File: src/rtl/alu_pkg.sv
// Shared definitions for the iterative ALU: op codes, FSM state encoding and the signed
// overflow helper used by the add/sub path.
package alu_pkg;

  localparam logic [3:0] OP_AND = 4'b0000;
  localparam logic [3:0] OP_SLT = 4'b0001;
  localparam logic [3:0] OP_OR  = 4'b0010;
  localparam logic [3:0] OP_XOR = 4'b0011;
  localparam logic [3:0] OP_ADD = 4'b0100;
  localparam logic [3:0] OP_SLL = 4'b0110;
  localparam logic [3:0] OP_SRA = 4'b0111;
  localparam logic [3:0] OP_MUL = 4'b1000;
  localparam logic [3:0] OP_SUB = 4'b1100;

  typedef enum logic [1:0] {
    StIdle,
    StShift,
    StMul,
    StDone
  } state_e;

  // Carry into the MSB is recovered as a ^ b ^ sum at that bit; overflow is it XOR carry out.
  function automatic logic signed_ovf(input logic a_msb, input logic b_msb,
                                      input logic sum_msb, input logic carry_out);
    return (a_msb ^ b_msb ^ sum_msb) ^ carry_out;
  endfunction

endpackage

File: src/rtl/alu_logic.sv
// Combinational single-cycle ALU ops and flags.
// FAST_SHIFT_EN: when defined, SLL/SRA use a barrel shifter here; otherwise shifts return A
// (the zero-distance result) and the iterative path in the top handles non-zero distances.
module alu_logic
  import alu_pkg::*;
#(
  parameter int unsigned WIDTH = 16,
  localparam int unsigned SHAMT_W = $clog2(WIDTH)
) (
  input  logic [WIDTH-1:0]   a_i,
  input  logic [WIDTH-1:0]   b_i,
  input  logic [3:0]         op_i,
  input  logic [SHAMT_W-1:0] shamt_i,
  output logic [WIDTH-1:0]   result_o,
  output logic               zero_o,
  output logic               overflow_o,
  output logic               carry_out_o
);

  logic             is_sub;
  logic [WIDTH-1:0] b_eff;
  logic [WIDTH-1:0] sum;
  logic             cout;
  logic             legal;

  assign is_sub         = (op_i == OP_SUB);
  assign b_eff          = is_sub ? ~b_i : b_i;
  assign {cout, sum}    = {1'b0, a_i} + {1'b0, b_eff} + (WIDTH + 1)'(is_sub);

`ifndef FAST_SHIFT_EN
  logic unused_shamt;
  assign unused_shamt = ^shamt_i;
`endif

  // Decode op into result and add/sub flags; unknown codes give all zeros
  always_comb begin
    result_o    = '0;
    overflow_o  = 1'b0;
    carry_out_o = 1'b0;
    legal       = 1'b1;
    case (op_i)
      OP_AND: result_o = a_i & b_i;
      OP_OR:  result_o = a_i | b_i;
      OP_XOR: result_o = a_i ^ b_i;
      OP_ADD, OP_SUB: begin
        result_o    = sum;
        carry_out_o = cout;
        overflow_o  = signed_ovf(a_i[WIDTH-1], b_eff[WIDTH-1], sum[WIDTH-1], cout);
      end
      OP_SLT: result_o = {{(WIDTH-1){1'b0}}, ($signed(a_i) < $signed(b_i))};
`ifdef FAST_SHIFT_EN
      OP_SLL: result_o = a_i << shamt_i;
      OP_SRA: result_o = $signed(a_i) >>> shamt_i;
`else
      OP_SLL, OP_SRA: result_o = a_i;
`endif
      // MUL never takes this path; it is handled iteratively in the top.
      default: legal = 1'b0;
    endcase
    zero_o = legal && (result_o == '0);
  end

endmodule

File: src/rtl/iter_alu.sv
// Handshaked ALU: logic/add-class ops in one cycle, iterative shifts (1 bit/cycle) and
// shift-add multiply (1 multiplier bit/cycle). Result and flags held in DONE until taken.
// FAST_SHIFT_EN: when defined, shifts complete in one cycle via the barrel shifter.
module iter_alu
  import alu_pkg::*;
#(
  parameter int unsigned WIDTH = 16,
  localparam int unsigned SHAMT_W = $clog2(WIDTH)
) (
  input  logic               Clock,
  input  logic               Reset,
  input  logic               InValid,
  output logic               InReady,
  input  logic [WIDTH-1:0]   A,
  input  logic [WIDTH-1:0]   B,
  input  logic [3:0]         Op,
  input  logic [SHAMT_W-1:0] Shamt,
  output logic               OutValid,
  input  logic               OutReady,
  output logic [WIDTH-1:0]   Result,
  output logic               Zero,
  output logic               Overflow,
  output logic               CarryOut,
  output logic               Busy
);

  localparam int unsigned CNT_W = SHAMT_W + 1;

  state_e           state_q, state_d;
  logic [WIDTH-1:0] a_q, a_d;       // shift accumulator / multiplicand
  logic [WIDTH-1:0] b_q, b_d;       // multiplier, consumed LSB first
  logic [WIDTH-1:0] prod_q, prod_d;
  logic [CNT_W-1:0] cnt_q, cnt_d;
  logic             sra_q, sra_d;
  logic [WIDTH-1:0] result_q, result_d;
  logic             zero_q, zero_d;
  logic             ovf_q, ovf_d;
  logic             cout_q, cout_d;

  logic [WIDTH-1:0] lg_result;
  logic             lg_zero, lg_ovf, lg_cout;
  logic [WIDTH-1:0] shift_nxt;
  logic [WIDTH-1:0] prod_nxt;

  alu_logic #(
    .WIDTH (WIDTH)
  ) u_alu_logic (
    .a_i         (A),
    .b_i         (B),
    .op_i        (Op),
    .shamt_i     (Shamt),
    .result_o    (lg_result),
    .zero_o      (lg_zero),
    .overflow_o  (lg_ovf),
    .carry_out_o (lg_cout)
  );

  assign shift_nxt = sra_q ? {a_q[WIDTH-1], a_q[WIDTH-1:1]} : {a_q[WIDTH-2:0], 1'b0};
  assign prod_nxt  = prod_q + (b_q[0] ? a_q : '0);

  assign InReady  = (state_q == StIdle);
  assign OutValid = (state_q == StDone);
  assign Busy     = (state_q != StIdle);
  assign Result   = result_q;
  assign Zero     = zero_q;
  assign Overflow = ovf_q;
  assign CarryOut = cout_q;

  // Next-state: accept in IDLE, iterate in SHIFT/MUL, hold result in DONE until taken
  always_comb begin
    state_d  = state_q;
    a_d      = a_q;
    b_d      = b_q;
    prod_d   = prod_q;
    cnt_d    = cnt_q;
    sra_d    = sra_q;
    result_d = result_q;
    zero_d   = zero_q;
    ovf_d    = ovf_q;
    cout_d   = cout_q;
    unique case (state_q)
      StIdle: begin
        if (InValid) begin
          a_d    = A;
          b_d    = B;
          sra_d  = (Op == OP_SRA);
          prod_d = '0;
          if (Op == OP_MUL) begin
            cnt_d   = CNT_W'(WIDTH);
            state_d = StMul;
`ifndef FAST_SHIFT_EN
          end else if (((Op == OP_SLL) || (Op == OP_SRA)) && (Shamt != '0)) begin
            cnt_d   = CNT_W'(Shamt);
            state_d = StShift;
`endif
          end else begin
            result_d = lg_result;
            zero_d   = lg_zero;
            ovf_d    = lg_ovf;
            cout_d   = lg_cout;
            state_d  = StDone;
          end
        end
      end
      StShift: begin
        a_d   = shift_nxt;
        cnt_d = cnt_q - 1'b1;
        if (cnt_q == CNT_W'(1)) begin
          result_d = shift_nxt;
          zero_d   = (shift_nxt == '0);
          ovf_d    = 1'b0;
          cout_d   = 1'b0;
          state_d  = StDone;
        end
      end
      StMul: begin
        prod_d = prod_nxt;
        a_d    = a_q << 1;
        b_d    = b_q >> 1;
        cnt_d  = cnt_q - 1'b1;
        if (cnt_q == CNT_W'(1)) begin
          result_d = prod_nxt;
          zero_d   = (prod_nxt == '0);
          ovf_d    = 1'b0;
          cout_d   = 1'b0;
          state_d  = StDone;
        end
      end
      StDone: begin
        if (OutReady) state_d = StIdle;
      end
      default: state_d = StIdle;
    endcase
  end

  // State and datapath registers; reset discards any operation in flight
  always_ff @(posedge Clock or posedge Reset) begin
    if (Reset) begin
      state_q  <= StIdle;
      a_q      <= '0;
      b_q      <= '0;
      prod_q   <= '0;
      cnt_q    <= '0;
      sra_q    <= 1'b0;
      result_q <= '0;
      zero_q   <= 1'b0;
      ovf_q    <= 1'b0;
      cout_q   <= 1'b0;
    end else begin
      state_q  <= state_d;
      a_q      <= a_d;
      b_q      <= b_d;
      prod_q   <= prod_d;
      cnt_q    <= cnt_d;
      sra_q    <= sra_d;
      result_q <= result_d;
      zero_q   <= zero_d;
      ovf_q    <= ovf_d;
      cout_q   <= cout_d;
    end
  end

endmodule

File: config.mk
export PLATFORM = sky130hd
export DESIGN_NAME = iter_alu
export DESIGN_NICKNAME = d
export VERILOG_FILES = /design/src/rtl/alu_pkg.sv /design/src/rtl/alu_logic.sv /design/src/rtl/iter_alu.sv
export SDC_FILE = /design/constraint.sdc
export NUM_CORES = 1
export LEC_CHECK = 0
export ABC_AREA = 1
export CAP_MARGIN = 10
export CORE_MARGIN = 2
export CORE_UTILIZATION = 25
export DETAILED_ROUTE_END_ITERATION = 7
export PLACE_DENSITY = 0.39
export SETUP_SLACK_MARGIN = 0.1
export SYNTH_ARGS = -nofsm -noshare
export SYNTH_HDL_FRONTEND = slang
export SYNTH_SLANG_ARGS = --single-unit
File: constraint.sdc
create_clock -name Clock -period 2.6 [get_ports Clock]
set_clock_uncertainty 0.05 [all_clocks]
set_input_delay 0.26 -clock Clock [delete_from_list [all_inputs] [get_ports Clock]]
set_output_delay 0.26 -clock Clock [all_outputs]
set_load 0.05 [all_outputs]
==> flow_metrics.env, run 1 <==
export IMPL_async_flop_share=1.00
export IMPL_yosysWarnings=0
export IMPL_clock_power_share=0.115
export IMPL_hold_path_class="primary input to asynchronous set/reset pin"
export IMPL_cp_data_arrival_time_ps=2740
export IMPL_dr_max_layer_used="met4"
export IMPL_setup_ws_ps=98.6
export IMPL_yosys_most_used_dff="dfrtp_1"
export IMPL_max_freq_mhz=400
export IMPL_period_share=0.962
export IMPL_viasPerCell=4.64
export IMPL_netlist_area_um2=7490
export IMPL_area_delta_synth_final_pct=51.8
export IMPL_avgSynthCellArea_um2=6.61
export IMPL_finalSetupViolations=0
export IMPL_switching_share=0.499
export IMPL_vias=8306
export IMPL_startpoint_type="flip-flop"
export IMPL_fin_total_pwr_uw=11600
export IMPL_rsz0062_at_grt="yes"
export IMPL_slew_headroom=0.645
export IMPL_synth_top_area_frac=0.250
export IMPL_path_class="flip-flop to flip-flop"
export IMPL_cts_buffers_inserted=9
export IMPL_final_cell_mix="256 x nand2_1, 218 x buf_4, 138 x inv_1"
export IMPL_worst_pin_slew_ps=532
export IMPL_hold_viol=0
export IMPL_powerDensity_nw_per_um2=1020
export IMPL_fill_cells=3206
export IMPL_cts_sinks=75
export IMPL_ys_ff_latch=75
export IMPL_cts_clk_slew_worst_paths_ps=60
export IMPL_critPathRequiredTime_ps=2830
export IMPL_reg2reg_depth=17
export IMPL_grt_pass1_vias=8298
export IMPL_ios=66
export IMPL_overflow=0
export IMPL_drive_above_1_share=0.292
export IMPL_setup_tns_ps=0
export IMPL_grt_max_degree=35
export IMPL_gp_congestion=0.844
export IMPL_final_common_cell="nand2_1"
export IMPL_grt_pass1_wl_mm=45.8
export IMPL_num_rows=63
export IMPL_end_kind="flip-flop"
export IMPL_initial_utilization=0.254
export IMPL_crit_top_cell="nand2_1"
export IMPL_postSynthNetCount=1268
export IMPL_syn_inst=1134
export IMPL_antenna_found_initial=0
export IMPL_p_switching_uw=5770
export IMPL_ant_nets=0
export IMPL_ys_seq_area_frac=0.250
export IMPL_irDropWorstVdd_uv=496
export IMPL_core_area_um2=29600
export IMPL_die_y_um=177
export IMPL_drtPass1Iterations=5
export IMPL_clkLatencyLatePin_ps=350
export IMPL_yosys_area_top_type="dfrtp_1"
export IMPL_cts_tree="built"
export IMPL_die_w_um=177
export IMPL_place_ws_ps=-819
export IMPL_place_area_um2=10100
export IMPL_dr_wl_met2_mm=14.5
export IMPL_dp_cells=1763
export IMPL_grt_usage=0.189
export IMPL_cp_slowest_stage_delay_ps=460
export IMPL_stdcell_count=1790
export IMPL_drv_cap=0
export IMPL_wire_per_inst_um=16.4
export IMPL_p_leak_uw=0.00559
export IMPL_p_comb_frac=0.700
export IMPL_final_area_um2=11400
export IMPL_die_area_um2=31400
export IMPL_r2r_end="Zero$_DFFE_PP0P_"
export IMPL_drc=0
export IMPL_drt_total_wl_mm=29.3
export IMPL_drv_slew=0
export IMPL_synthTopCellsByArea="dfrtp_1 25%, ha_1 15%, nand2_1 15%"
export IMPL_crit_chain="nand2_2 > inv_2 > ha_4 > fa_2 > nand3_2 > nand2_4 > nand2_2 > nand2_4 > xnor2_4 > nand2_1 > nor3_2 > nand4_1 > nand2_1 > nand2_1 > nand2_1 > nand2_1 > nand2_1"
export IMPL_status="finished, final reports clean"
export IMPL_layout_min_cycle_time_ps=2500
export IMPL_nNetsFinal=1529
export IMPL_slowest_stage="dfrtp_2"
export IMPL_r2r_slack_ps=100
export IMPL_multi_input_area_um2=5730
export IMPL_synth_edf_count=0
export IMPL_drt_iter0_drc=430
export IMPL_seqPwrFrac=0.185
export IMPL_port_buffers=65
export IMPL_dp_hpwl_mm=23.7
export IMPL_dr_wl_met3_um=570
export IMPL_timing_rr_start="b_q[0]$_DFFE_PP0P_"
export IMPL_seqCellArea_um2=1880
export IMPL_root_buffer="clkbuf_16"
export IMPL_ys_types=44
export IMPL_cp_max_fo=3
export IMPL_wl_met1_mm=13.9
export IMPL_cts_path_max_buffers=2
export IMPL_intPower_uw=5800
export IMPL_htree_levels=3
export IMPL_diodes=0
## power groups by stage
stage / clock network [µW] / logic, µW / registers, µW
2_1_floorplan: 0 / 4000 / 2370
6_report: 1330 / 8100 / 2140
3_3_place_gp: 0 / 7110 / 2110
3_5_place_dp: 0 / 7080 / 2110
5_1_grt: 1400 / 9020 / 2210
4_1_cts: 1360 / 7380 / 2100
## synthesized netlist by cell type (19+ instances only)
library cell	n
inv_1	150
dfrtp_1	75
nor2_1	91
o22ai_1	19
clkbuf_1	29
xor2_1	19
a21oi_1	60
nand2_1	293
ha_1	88
a31oi_1	19
nand3_1	88
o21ai_0	101
## cell families after synthesis
| family | Yosys count | share of synthesized area |
|---|---|---|
| AOI/OAI and AO/OA | 236 | 0.178 |
| xor gates and xnor gates | 22 | 0.0257 |
| adders and majority gates | 90 | 0.152 |
| buffers and inverters | 192 | 0.0997 |
| DFF | 75 | 0.250 |
| and+or+nand+nor | 519 | 0.294 |
## critical path: cells and delay by family (launching register included)
family | cells | cell delay (ps)
AND/OR/NAND/NOR | 13 | 1170
flip-flops | 1 | 460
adder cells (fa/ha/maj) | 2 | 530
XOR/XNOR | 1 | 190
buffers and inverters | 1 | 40
## stage by stage
step           hold WS (ps)   util
4_1_cts                 224  0.363
2_1_floorplan           355      -
5_1_grt                 252  0.385
3_5_place_dp            424  0.342
6_report                212  0.385
3_3_place_gp            422  0.342
## state kept, by name, summed over array words and instances, names as in the netlist
signal    count
Result       16
a_q          16
b_q          16
prod_q       16
cnt_q         5
state_q       2
CarryOut      1
Overflow      1
Zero          1
sra_q         1
## cell type report
type                    instances  area share
repair buffers                288       0.210
flip-flops and latches         75       0.165
clock inverters                 1     0.00264
well taps                     390      0.0429
clock buffers                  15      0.0244
inverters                     153      0.0511
multi-input cells             868       0.504
## per-layer routing
metal | global-route usage | up-vias
li1 | - | 4282
met2 | 0.325 | 104
met3 | 0.0116 | 21
met1 | 0.258 | 3899
met5 | 0 | -
met4 | 0.0420 | 0
## worst max path at each step
stage / startpoint / end / slack [ps]
finish: b_q[0]$_DFFE_PP0P_ / Zero$_DFFE_PP0P_ / 100
global placement: Op[1] / Zero$_DFFE_PP0P_ / -860
CTS: b_q[0]$_DFFE_PP0P_ / Zero$_DFFE_PP0P_ / 50
floorplan: Op[1] / Zero$_DFFE_PP0P_ / 120
detailed placement: Op[1] / Zero$_DFFE_PP0P_ / -820
global route: b_q[0]$_DFFE_PP0P_ / Zero$_DFFE_PP0P_ / -50
## timing repair
| action | 4_1_cts | 5_1_grt |
|---|---|---|
| buffers inserted | 4 | 5 |
| gates resized for setup | 73 | 144 |
| pin swaps | 20 | 60 |
| gates cloned | 1 | 1 |
| hold buffers | 0 | 0 |
| endpoints found under the setup margin | 16 | 17 |
No activity file was read; power rests on OpenSTA's default activity.
==> inputs of run 2 (changes only) <==
--- a/config.mk
+++ b/config.mk
@@ -9,6 +9,7 @@
 export CAP_MARGIN = 10
 export CORE_MARGIN = 2
 export CORE_UTILIZATION = 25
+export CTS_CLUSTER_SIZE = 12
 export DETAILED_ROUTE_END_ITERATION = 7
 export PLACE_DENSITY = 0.39
 export SETUP_SLACK_MARGIN = 0.1
==> results of run 2 <==
The final DEF is identical to that of run 1; final timing and power are the same.
==> inputs of run 3 (changes only) <==
--- a/config.mk
+++ b/config.mk
@@ -12,7 +12,7 @@
 export CTS_CLUSTER_SIZE = 12
 export DETAILED_ROUTE_END_ITERATION = 7
 export PLACE_DENSITY = 0.39
-export SETUP_SLACK_MARGIN = 0.1
+export SETUP_SLACK_MARGIN = 0.02
 export SYNTH_ARGS = -nofsm -noshare
 export SYNTH_HDL_FRONTEND = slang
 export SYNTH_SLANG_ARGS = --single-unit
==> run 3 against run 2 <==
  * Wire length decreased by 1.8%
  * Sequential power is essentially flat
  * Non-clock buffer count is 15 higher
  * Final cell count is 0.78% higher
  * Power is 2.2% lower
  * Highest routed layer unchanged
  * Sequential cell count unchanged
  * Sequential share of layout area increased by 0.21 points
  * Die area unchanged
  * Largest cell class unchanged
  * Fmax is essentially flat
  * Via count is 0.61% lower
==> flow_metrics.env, run 3 (synthesis results as in run 1) <==
export IMPL_status="finished, final reports clean"
export IMPL_ant_nets=0
export IMPL_viasPerCell=4.58
export IMPL_crit_buf_inv=2
export IMPL_core_area_um2=29600
export IMPL_finalSetupViolations=0
export IMPL_cts_sinks=75
export IMPL_cts_path_max_buffers=2
export IMPL_hold_buffers=0
export IMPL_die_w_um=177
export IMPL_vias=8255
export IMPL_path_class="flip-flop to flip-flop"
export IMPL_final_cell_mix="263 x nand2_1, 230 x buf_4, 144 x inv_1"
export IMPL_grt_max_degree=35
export IMPL_antenna_found_initial=0
export IMPL_grt_pass1_wl_mm=44.6
export IMPL_hold_path_class="primary input to asynchronous set/reset pin"
export IMPL_htree_levels=3
export IMPL_wire_per_inst_um=16.0
export IMPL_die_y_um=177
export IMPL_cp_max_fo=7
export IMPL_num_rows=63
export IMPL_die_area_um2=31400
export IMPL_crit_chain="clkbuf_16 > nand2_1 > inv_1 > ha_4 > nand3_1 > nand3_4 > nand2_2 > nand2_2 > nand3_1 > nand2_1 > nand2_1 > nand2_1 > nand2_1 > nor2_2 > nand4_1 > nand2_1 > nand2_2 > nand2_1 > nand2_1 > nand2_1"
export IMPL_drt_total_wl_mm=28.8
export IMPL_cts_tree="built"
export IMPL_startpoint_type="flip-flop"
export IMPL_initial_utilization=0.254
export IMPL_cts_buffers_inserted=9
export IMPL_slew_headroom=0.624
export IMPL_cts_clk_slew_worst_paths_ps=60
export IMPL_p_leak_uw=0.00562
export IMPL_diodes=0
export IMPL_final_util=0.380
export IMPL_area_delta_synth_final_pct=49.8
export IMPL_powerDensity_nw_per_um2=1010
export IMPL_drv_slew=0
export IMPL_critPathRequiredTime_ps=2830
export IMPL_irDropWorstVdd_uv=694
export IMPL_fill_cells=3228
export IMPL_hold_viol=0
export IMPL_nNetsFinal=1543
export IMPL_drc=0
export IMPL_grt_pass1_vias=8079
export IMPL_reg2reg_depth=20
export IMPL_crit_family="simple AND/OR/NAND/NOR gates"
export IMPL_drive_above_1_share=0.272
export IMPL_hold_ws_ps=123
export IMPL_end_kind="flip-flop"
export IMPL_period_share=0.962
export IMPL_dp_hpwl_mm=23.7
export IMPL_max_freq_mhz=400
export IMPL_port_buffers=65
export IMPL_setup_tns_ps=0
export IMPL_ios=66
export IMPL_drtPass1Iterations=5
export IMPL_overflow=0
export IMPL_gp_congestion=0.851
export IMPL_cp_slowest_stage_delay_ps=450
export IMPL_cp_data_arrival_time_ps=2730
export IMPL_rsz0062_at_grt="yes"
export IMPL_layout_min_cycle_time_ps=2500
export IMPL_root_buffer="clkbuf_16"
export IMPL_drv_cap=0
export IMPL_slowest_stage="dfrtp_2"
export IMPL_path_depth=20
export IMPL_drt_iter0_drc=379
export IMPL_clkLatencyLatePin_ps=340
export IMPL_grt_usage=0.183
export IMPL_worst_pin_slew_ps=562
export IMPL_final_common_cell="nand2_1"
export IMPL_fin_total_pwr_uw=11300
export IMPL_crit_top_cell="nand2_1"
[run 3: repair_timing]
item	in CTS	in global routing
endpoints found under the setup margin	16	12
gates resized for setup	51	108
cloned	0	1
setup buffers	1	10
pin swaps	9	46
hold endpoints to repair	0	0
[run 3: final timing paths]
path,slack [ps],endpoint,from
setup / recovery,100,Zero$_DFFE_PP0P_,b_q[0]$_DFFE_PP0P_
hold / removal,120,prod_q[2]$_DFFE_PP0P_,Reset
setup reg to reg,100,Zero$_DFFE_PP0P_,b_q[0]$_DFFE_PP0P_
hold reg to reg,440,Result[5]$_DFFE_PP0P_,Result[5]$_DFFE_PP0P_
max in group asynchronous,1850,Result[15]$_DFFE_PP0P_,Reset
min in group Clock,270,a_q[0]$_DFFE_PP0P_,A[0]
[run 3: layout make-up]
class / instances / area, µm² / area share
clock buffers: 10 / 229 / 0.0204
clock inverters: 6 / 66.3 / 0.00591
inverters: 153 / 576 / 0.0513
multi-input cells: 867 / 5460 / 0.486
flip-flops and latches: 75 / 1880 / 0.167
well taps: 390 / 488 / 0.0435
repair buffers: 303 / 2530 / 0.225
[run 3: power breakdown]
part           internal (µW)  switching, µW  leakage (µW)  total [µW]
Combinational           3250           4680       0.00454        7930
Clock                    745            510      0.000146        1250
Sequential              1710            410      0.000938        2120
[run 3: per-stage QoR]
stage / worst slack [ps] / cell area (µm²) / instances
2_1_floorplan: 51.4 / 7500 / 1134
6_report: 100 / 11200 / 1804
4_1_cts: 7.71 / 10700 / 1793
3_5_place_dp: -784 / 10200 / 1776
5_1_grt: -73.4 / 11200 / 1804
3_3_place_gp: -766 / 10200 / 1776
[run 3: layer usage]
layer	part of all wire	global-route usage
met3	0.018	0.0140
met2	0.48	0.315
met1	0.48	0.251
met5	0	0
met4	0.012	0.0344
